$ cat src/rtl/uart_tx_fifo.sv
// UART transmitter with an internal byte FIFO and a runtime frame format
// (5-8 data bits, none/odd/even parity, 1 or 2 stop bits), frames sent back-to-back.
module uart_tx_fifo #(
    parameter int FIFO_DEPTH = 16,
    parameter int DIV_WIDTH  = 32
) (
    input  logic                         clk_i,
    input  logic                         rst_n_i,
    input  logic [DIV_WIDTH-1:0]         uart_tx_baud_div_i,
    input  logic [1:0]                   uart_tx_data_bits_i,
    input  logic [1:0]                   uart_tx_parity_i,
    input  logic                         uart_tx_stop_bits_i,
    input  logic [7:0]                   uart_tx_data_i,
    input  logic                         uart_tx_data_vld_i,
    output logic                         uart_tx_data_rdy_o,
    input  logic                         uart_tx_flush_i,
    output logic                         uart_tx_o,
    output logic                         uart_tx_busy_o,
    output logic                         uart_tx_done_o,
    output logic [$clog2(FIFO_DEPTH):0]  uart_tx_fifo_cnt_o
);
    localparam int AW = $clog2(FIFO_DEPTH);
    localparam logic [AW:0] FULL = (AW+1)'(FIFO_DEPTH);

    localparam logic [2:0] S_IDLE   = 3'd0;
    localparam logic [2:0] S_START  = 3'd1;
    localparam logic [2:0] S_DATA   = 3'd2;
    localparam logic [2:0] S_PARITY = 3'd3;
    localparam logic [2:0] S_STOP   = 3'd4;

    logic [7:0]           mem_q [FIFO_DEPTH];
    logic [AW-1:0]        wr_ptr_q, wr_ptr_d, rd_ptr_q, rd_ptr_d;
    logic [AW:0]          cnt_q, cnt_d;
    logic                 push, pop, pop_ok;
    logic [7:0]           rd_data, data_mask;

    logic [2:0]           state_q, state_d;
    logic [DIV_WIDTH-1:0] baud_q, baud_d;
    logic [2:0]           bit_q, bit_d;
    logic                 tx_q, tx_d;
    logic                 done_q, done_d;
    logic                 bit_end, last_data;

    logic [7:0]           shift_q, shift_d;
    logic [DIV_WIDTH-1:0] div_q, div_d;
    logic [1:0]           nbits_q, nbits_d;
    logic                 par_en_q, par_en_d;
    logic                 par_bit_q, par_bit_d;
    logic                 stop2_q, stop2_d;

    assign uart_tx_data_rdy_o = (cnt_q != FULL);
    assign push      = uart_tx_data_vld_i && uart_tx_data_rdy_o && !uart_tx_flush_i;
    // A flush in the same cycle makes the FIFO look empty to the FSM.
    assign pop_ok    = (cnt_q != '0) && !uart_tx_flush_i;
    assign rd_data   = mem_q[rd_ptr_q];
    assign data_mask = 8'hFF >> (2'd3 - uart_tx_data_bits_i);
    assign bit_end   = (baud_q == div_q);
    assign last_data = (bit_q == ({1'b0, nbits_q} + 3'd4));

    always_comb begin
        state_d   = state_q;
        baud_d    = baud_q;
        bit_d     = bit_q;
        shift_d   = shift_q;
        div_d     = div_q;
        nbits_d   = nbits_q;
        par_en_d  = par_en_q;
        par_bit_d = par_bit_q;
        stop2_d   = stop2_q;
        done_d    = 1'b0;
        pop       = 1'b0;

        if (state_q != S_IDLE && !bit_end) begin
            baud_d = baud_q + DIV_WIDTH'(1);
        end

        case (state_q)
            S_IDLE: begin
                pop = pop_ok;
            end
            S_START: begin
                if (bit_end) begin
                    state_d = S_DATA;
                    baud_d  = '0;
                    bit_d   = '0;
                end
            end
            S_DATA: begin
                if (bit_end) begin
                    baud_d  = '0;
                    shift_d = shift_q >> 1;
                    if (last_data) begin
                        state_d = par_en_q ? S_PARITY : S_STOP;
                        bit_d   = '0;
                    end else begin
                        bit_d = bit_q + 3'd1;
                    end
                end
            end
            S_PARITY: begin
                if (bit_end) begin
                    state_d = S_STOP;
                    baud_d  = '0;
                    bit_d   = '0;
                end
            end
            S_STOP: begin
                if (bit_end) begin
                    baud_d = '0;
                    if (stop2_q && bit_q == 3'd0) begin
                        bit_d = 3'd1;
                    end else begin
                        done_d  = 1'b1;
                        state_d = S_IDLE;
                        pop     = pop_ok;
                    end
                end
            end
            default: state_d = S_IDLE;
        endcase

        // Configuration is sampled only when a frame begins.
        if (pop) begin
            state_d   = S_START;
            baud_d    = '0;
            bit_d     = '0;
            shift_d   = rd_data;
            div_d     = uart_tx_baud_div_i;
            nbits_d   = uart_tx_data_bits_i;
            stop2_d   = uart_tx_stop_bits_i;
            par_en_d  = (uart_tx_parity_i == 2'd1) || (uart_tx_parity_i == 2'd2);
            par_bit_d = (^(rd_data & data_mask)) ^ (uart_tx_parity_i == 2'd1);
        end

        case (state_d)
            S_START:  tx_d = 1'b0;
            S_DATA:   tx_d = shift_d[0];
            S_PARITY: tx_d = par_bit_d;
            default:  tx_d = 1'b1;
        endcase
    end

    always_comb begin
        wr_ptr_d = wr_ptr_q;
        rd_ptr_d = rd_ptr_q;
        cnt_d    = cnt_q;
        if (uart_tx_flush_i) begin
            rd_ptr_d = wr_ptr_q;
            cnt_d    = '0;
        end else begin
            if (push) wr_ptr_d = wr_ptr_q + AW'(1);
            if (pop)  rd_ptr_d = rd_ptr_q + AW'(1);
            if (push && !pop)      cnt_d = cnt_q + (AW+1)'(1);
            else if (pop && !push) cnt_d = cnt_q - (AW+1)'(1);
        end
    end

    always_ff @(posedge clk_i or negedge rst_n_i) begin
        if (!rst_n_i) begin
            state_q  <= S_IDLE;
            baud_q   <= '0;
            bit_q    <= '0;
            tx_q     <= 1'b1;
            done_q   <= 1'b0;
            wr_ptr_q <= '0;
            rd_ptr_q <= '0;
            cnt_q    <= '0;
        end else begin
            state_q  <= state_d;
            baud_q   <= baud_d;
            bit_q    <= bit_d;
            tx_q     <= tx_d;
            done_q   <= done_d;
            wr_ptr_q <= wr_ptr_d;
            rd_ptr_q <= rd_ptr_d;
            cnt_q    <= cnt_d;
        end
    end

    always_ff @(posedge clk_i) begin
        shift_q   <= shift_d;
        div_q     <= div_d;
        nbits_q   <= nbits_d;
        par_en_q  <= par_en_d;
        par_bit_q <= par_bit_d;
        stop2_q   <= stop2_d;
        if (push) mem_q[wr_ptr_q] <= uart_tx_data_i;
    end

    assign uart_tx_o          = tx_q;
    assign uart_tx_busy_o     = (state_q != S_IDLE);
    assign uart_tx_done_o     = done_q;
    assign uart_tx_fifo_cnt_o = cnt_q;

endmodule

$ cat config.mk
export PLATFORM = sky130hd
export DESIGN_NAME = uart_tx_fifo
export DESIGN_NICKNAME = d
export VERILOG_FILES = /design/src/rtl/uart_tx_fifo.sv
export SDC_FILE = /design/constraint.sdc
export NUM_CORES = 1
export LEC_CHECK = 0
export CORE_UTILIZATION = 37
export CTS_CLUSTER_DIAMETER = 60
export DETAILED_ROUTE_END_ITERATION = 6
export GPL_TIMING_DRIVEN = 0
export SETUP_SLACK_MARGIN = 0.05
export SKIP_CTS_REPAIR_TIMING = 1
export SYNTH_ARGS = -nofsm -noshare
export SYNTH_HDL_FRONTEND = slang
export SYNTH_SLANG_ARGS = --single-unit
$ cat constraint.sdc
create_clock -name clk_i -period 7.8 [get_ports clk_i]
set_clock_uncertainty 0.1 [all_clocks]
set_input_delay 1.56 -clock clk_i [delete_from_list [all_inputs] [get_ports clk_i]]
set_output_delay 1.56 -clock clk_i [all_outputs]
set_load 0.005 [all_outputs]
==> key figures <==
Layout
  • Post-route cell area: 11,670 µm²
  • Layout cell share with drive strength beyond 1: 12.53%
  • Antenna cells: 0
  • Non-Filler Instances: 1,109
  • Area Growth Syn to Fin: 19.31%
  • Final Net Count: 817
  • Commonest non-fill, non-tap cell in the layout: edfxtp_1
  • Most frequent cells in the layout: edfxtp_1 (171), clkdlybuf4s50_1 (55), dfrtp_1 (52)

Timing
  • Final period util: 53.64%
  • Slew @ Worst Pin: 1.007 ns
  • Max Transition Viols Final: 0
  • Relative slew margins: 32.89%
  • RSZ-0062 raised after global routing: false
  • Final Critical Period: 4.184 ns
  • Count of final setup violators: 0
  • Setup_tns: 0 ns
  • Fmax achieved: 239.0 MHz
  • Final Hold Vio Count: 0
  • Setup ws final: 3.616 ns

Placement
  • Place WS: 3.060 ns
  • Placer Congestion: 0.7791
  • DP HPWL: 13,470 µm
  • Placed Instance Area: 10,780 µm²
  • Dpl cells: 1,060
  • Number of port buffers: 56

Clocking
  • Clk buf depth: 3
  • Root Buffer: clkbuf_16
  • CTS tree: done
  • Num CTS Buffers: 26
  • Clock latency on the worst-skew pair: 0.52 ns
  • Clk slew on worst S/H paths: 0.06 ns
  • # clock sinks: 226
  • H-tree levels: 1

Global routing
  • Initial antenna violation count: 0
  • First-pass GRT wire length: 31,860 µm
  • GRT Residual Overflow: 0
  • Number of global-route vias before repair: 5,738
  • GRT Total Usage: 15.64%
  • Largest net degree at the start of global routing: 46

Synth
  • Largest family of logic cells by synthesized area: simple AND/OR/NAND/NOR gates
  • XOR/XNOR Fraction of Synth Area: 6.714%
  • Post-synth top area share: 52.48%
  • Mux contribution to synthesized area: 8.223%
  • Mapped Cells: 668
  • Post-synth EDFFs: 171
  • Top_reg_cell synth: edfxtp_1
  • Yosys warnings: 0
  • Syn_area_per_cell: 14.65 µm²
  • Synthesized net count: 731
  • #FFs+latches synth: 226
  • Synth area leader: edfxtp_1
  • Cell variety after synth: 58
  • Cell Area, Synth: 9784 µm²
  • Synth top area cells: edfxtp_1 (52%), dfrtp_1 (13%), mux4_2 (7.6%)
  • Sequential cell area fraction in the yosys report: 66.46%
  • Fraction of registers with async set/reset: 23.45%
  • Area fraction in compound gates after synthesis: 4.949%
  • Synthesized-area fraction occupied by adder cells: 1.867%
  • Synth Area in Simple Gates: 9.565%

Critical path
  • Crit start category: register
  • CP required: 8.10 ns
  • Worst r2r path cells: 14
  • Critical path, cell by cell: xor2_1 > nor4_1 > nand4_1 > or3b_4 > a21oi_4 > buf_2 > nand2b_1 > ha_1 > a21o_1 > a21oi_1 > nor2b_1 > mux2i_1 > xnor2_1 > nor2_1
  • Buf/Inv on CP: 1
  • Setup CP Type: reg -> reg
  • Largest stage delay, worst path: 0.55 ns
  • Crit path depth: 14
  • CP arrival: 4.48 ns
  • Worst path slowest cell: or3b_4
  • CP delay by family, top: simple AND/OR/NAND/NOR gates
  • CP max FO: 10
  • CP endpoint kind: register

Die
  • Rows: 59
  • Boundary pin count: 58
  • Die outline area: 27,100 µm²
  • Die width: 164.6 µm
  • Starting Density: 37.65%
  • Die H: 164.6 µm
  • Core Area: 25,980 µm²

Run status
  • Outcome: finished clean

Detailed routing
  • Met2 WL: 10,240 µm
  • DR DRC count: 0
  • Avg WL per Cell: 18.44 µm
  • Via count: 5,664
  • Total Wirelength: 20,450 µm
  • Antenna viol nets, final: 0
  • Initial detailed-routing violation count: 389
  • Uppermost layer routed: met4
  • Met3 wire length: 939 µm
  • Met1 Wirelength: 8975 µm
  • Drt pass-1 iters: 4
  • Vias per cell: 5.107

Flow run
  • Maxcap violations: 0

Min path
  • Hold crit path type: reg -> reg
  • Worst Hold Depth: 2

Pwr
  • Pwr dens: 295.2 nW/µm²
  • Worst IR Drop VDD: 0.2029 mV
  • Leak Pwr: 4.071 nW
path summary, 6_finish.rpt:
kind	from	slack (ns)	end
setup / recovery	baud_q[13]	3.62	uart_tx_fifo_cnt_o[4]
hold / removal	par_bit_q	0.44	par_bit_q
setup reg to reg	baud_q[13]	3.62	uart_tx_fifo_cnt_o[4]
hold reg to reg	par_bit_q	0.44	par_bit_q
max in group asynchronous	rst_n_i	6.08	uart_tx_o
min in group asynchronous	rst_n_i	0.90	baud_q[29]
flip-flops by register name (all words and copies together) (netlist names):
register and cells:
stop2_q 1, rd_ptr_q 4, par_en_q 1, uart_tx_done_o 1, bit_q 3, mem_q 128, state_q 3, shift_q 8
wr_ptr_q 4, baud_q 32, div_q 32, nbits_q 2, uart_tx_o 1, par_bit_q 1, uart_tx_fifo_cnt_o 5
cell type report:
type                       instances  area (µm²)
sequential                       226        6502
clock inverter                     9       131.4
timing repair buffer              58       583.1
multi-input combinational        392        3079
clock buffer                      39       740.7
tap                              335       419.2
buffer                            27       131.4
fill                            2328       14310
inverter                          23       86.33
layer usage:
metal,global-route usage [%],vias up
li1,-,2667
met1,19.98,2839
met2,27.56,135
met3,2.461,23
met4,4.045,0
met5,0,-
Yosys cell counts (all sizes together) (2+ instances only):
cell type	n
a22oi	14
mux4	33
nor3	11
nand4	11
edfxtp	171
nor4b	2
nand3b	2
or3	10
buf	14
and4	2
a21boi	2
nor2b	3
o21ai	29
inv	23
mux2i	5
nand2	46
nor4	9
nand2b	12
ha	13
xnor2	25
o21bai	2
a22o	2
xor2	50
and3	6
dfrtp	52
clkbuf	13
nor2	52
a21oi	14
a21o	3
or4	2
and2	2
nand3	13
dfxtp	2
nor3b	2
worst register-to-register path, stage by stage, from the launching register on:
cell and delay (ns):
dfrtp_1 0.44, xor2_1 0.16, nor4_1 0.50, nand4_1 0.44
or3b_4 0.55, a21oi_4 0.26, buf_2 0.29, nand2b_1 0.29
ha_1 0.30, a21o_1 0.17, a21oi_1 0.17, nor2b_1 0.15
mux2i_1 0.09, xnor2_1 0.13, nor2_1 0.05
metrics by stage:
| stage | utilization (%) | hold WS (ns) | total power [mW] |
|---|---|---|---|
| after floorplan | - | 0.3537 | 2.020 |
| after global placement | 41.42 | 0.3707 | 2.232 |
| after detailed placement | 41.48 | 0.4240 | 2.243 |
| after CTS | 44.84 | 0.4450 | 3.481 |
| after global routing | 44.92 | 0.4710 | 3.603 |
| final | 44.92 | 0.4426 | 3.446 |
kinds of logic (layout without fill, tap and decap cells):
group           Yosys count  in the layout
flops                   226            226
simple gates            188            188
compound gates           76             76
xor+xnor                 75             75
buf+inv                  50            156
mux                      39             39
fa+ha+maj                14             14
report_power, final:
group | leakage (nW) | switching, mW | internal [mW]
logic | 1.44 | 0.389 | 0.354
clock network | 0.426 | 0.476 | 0.757
registers | 2.21 | 0.0839 | 1.39
total | 4.07 | 0.949 | 2.50
Power figures use the tool's default switching activity.
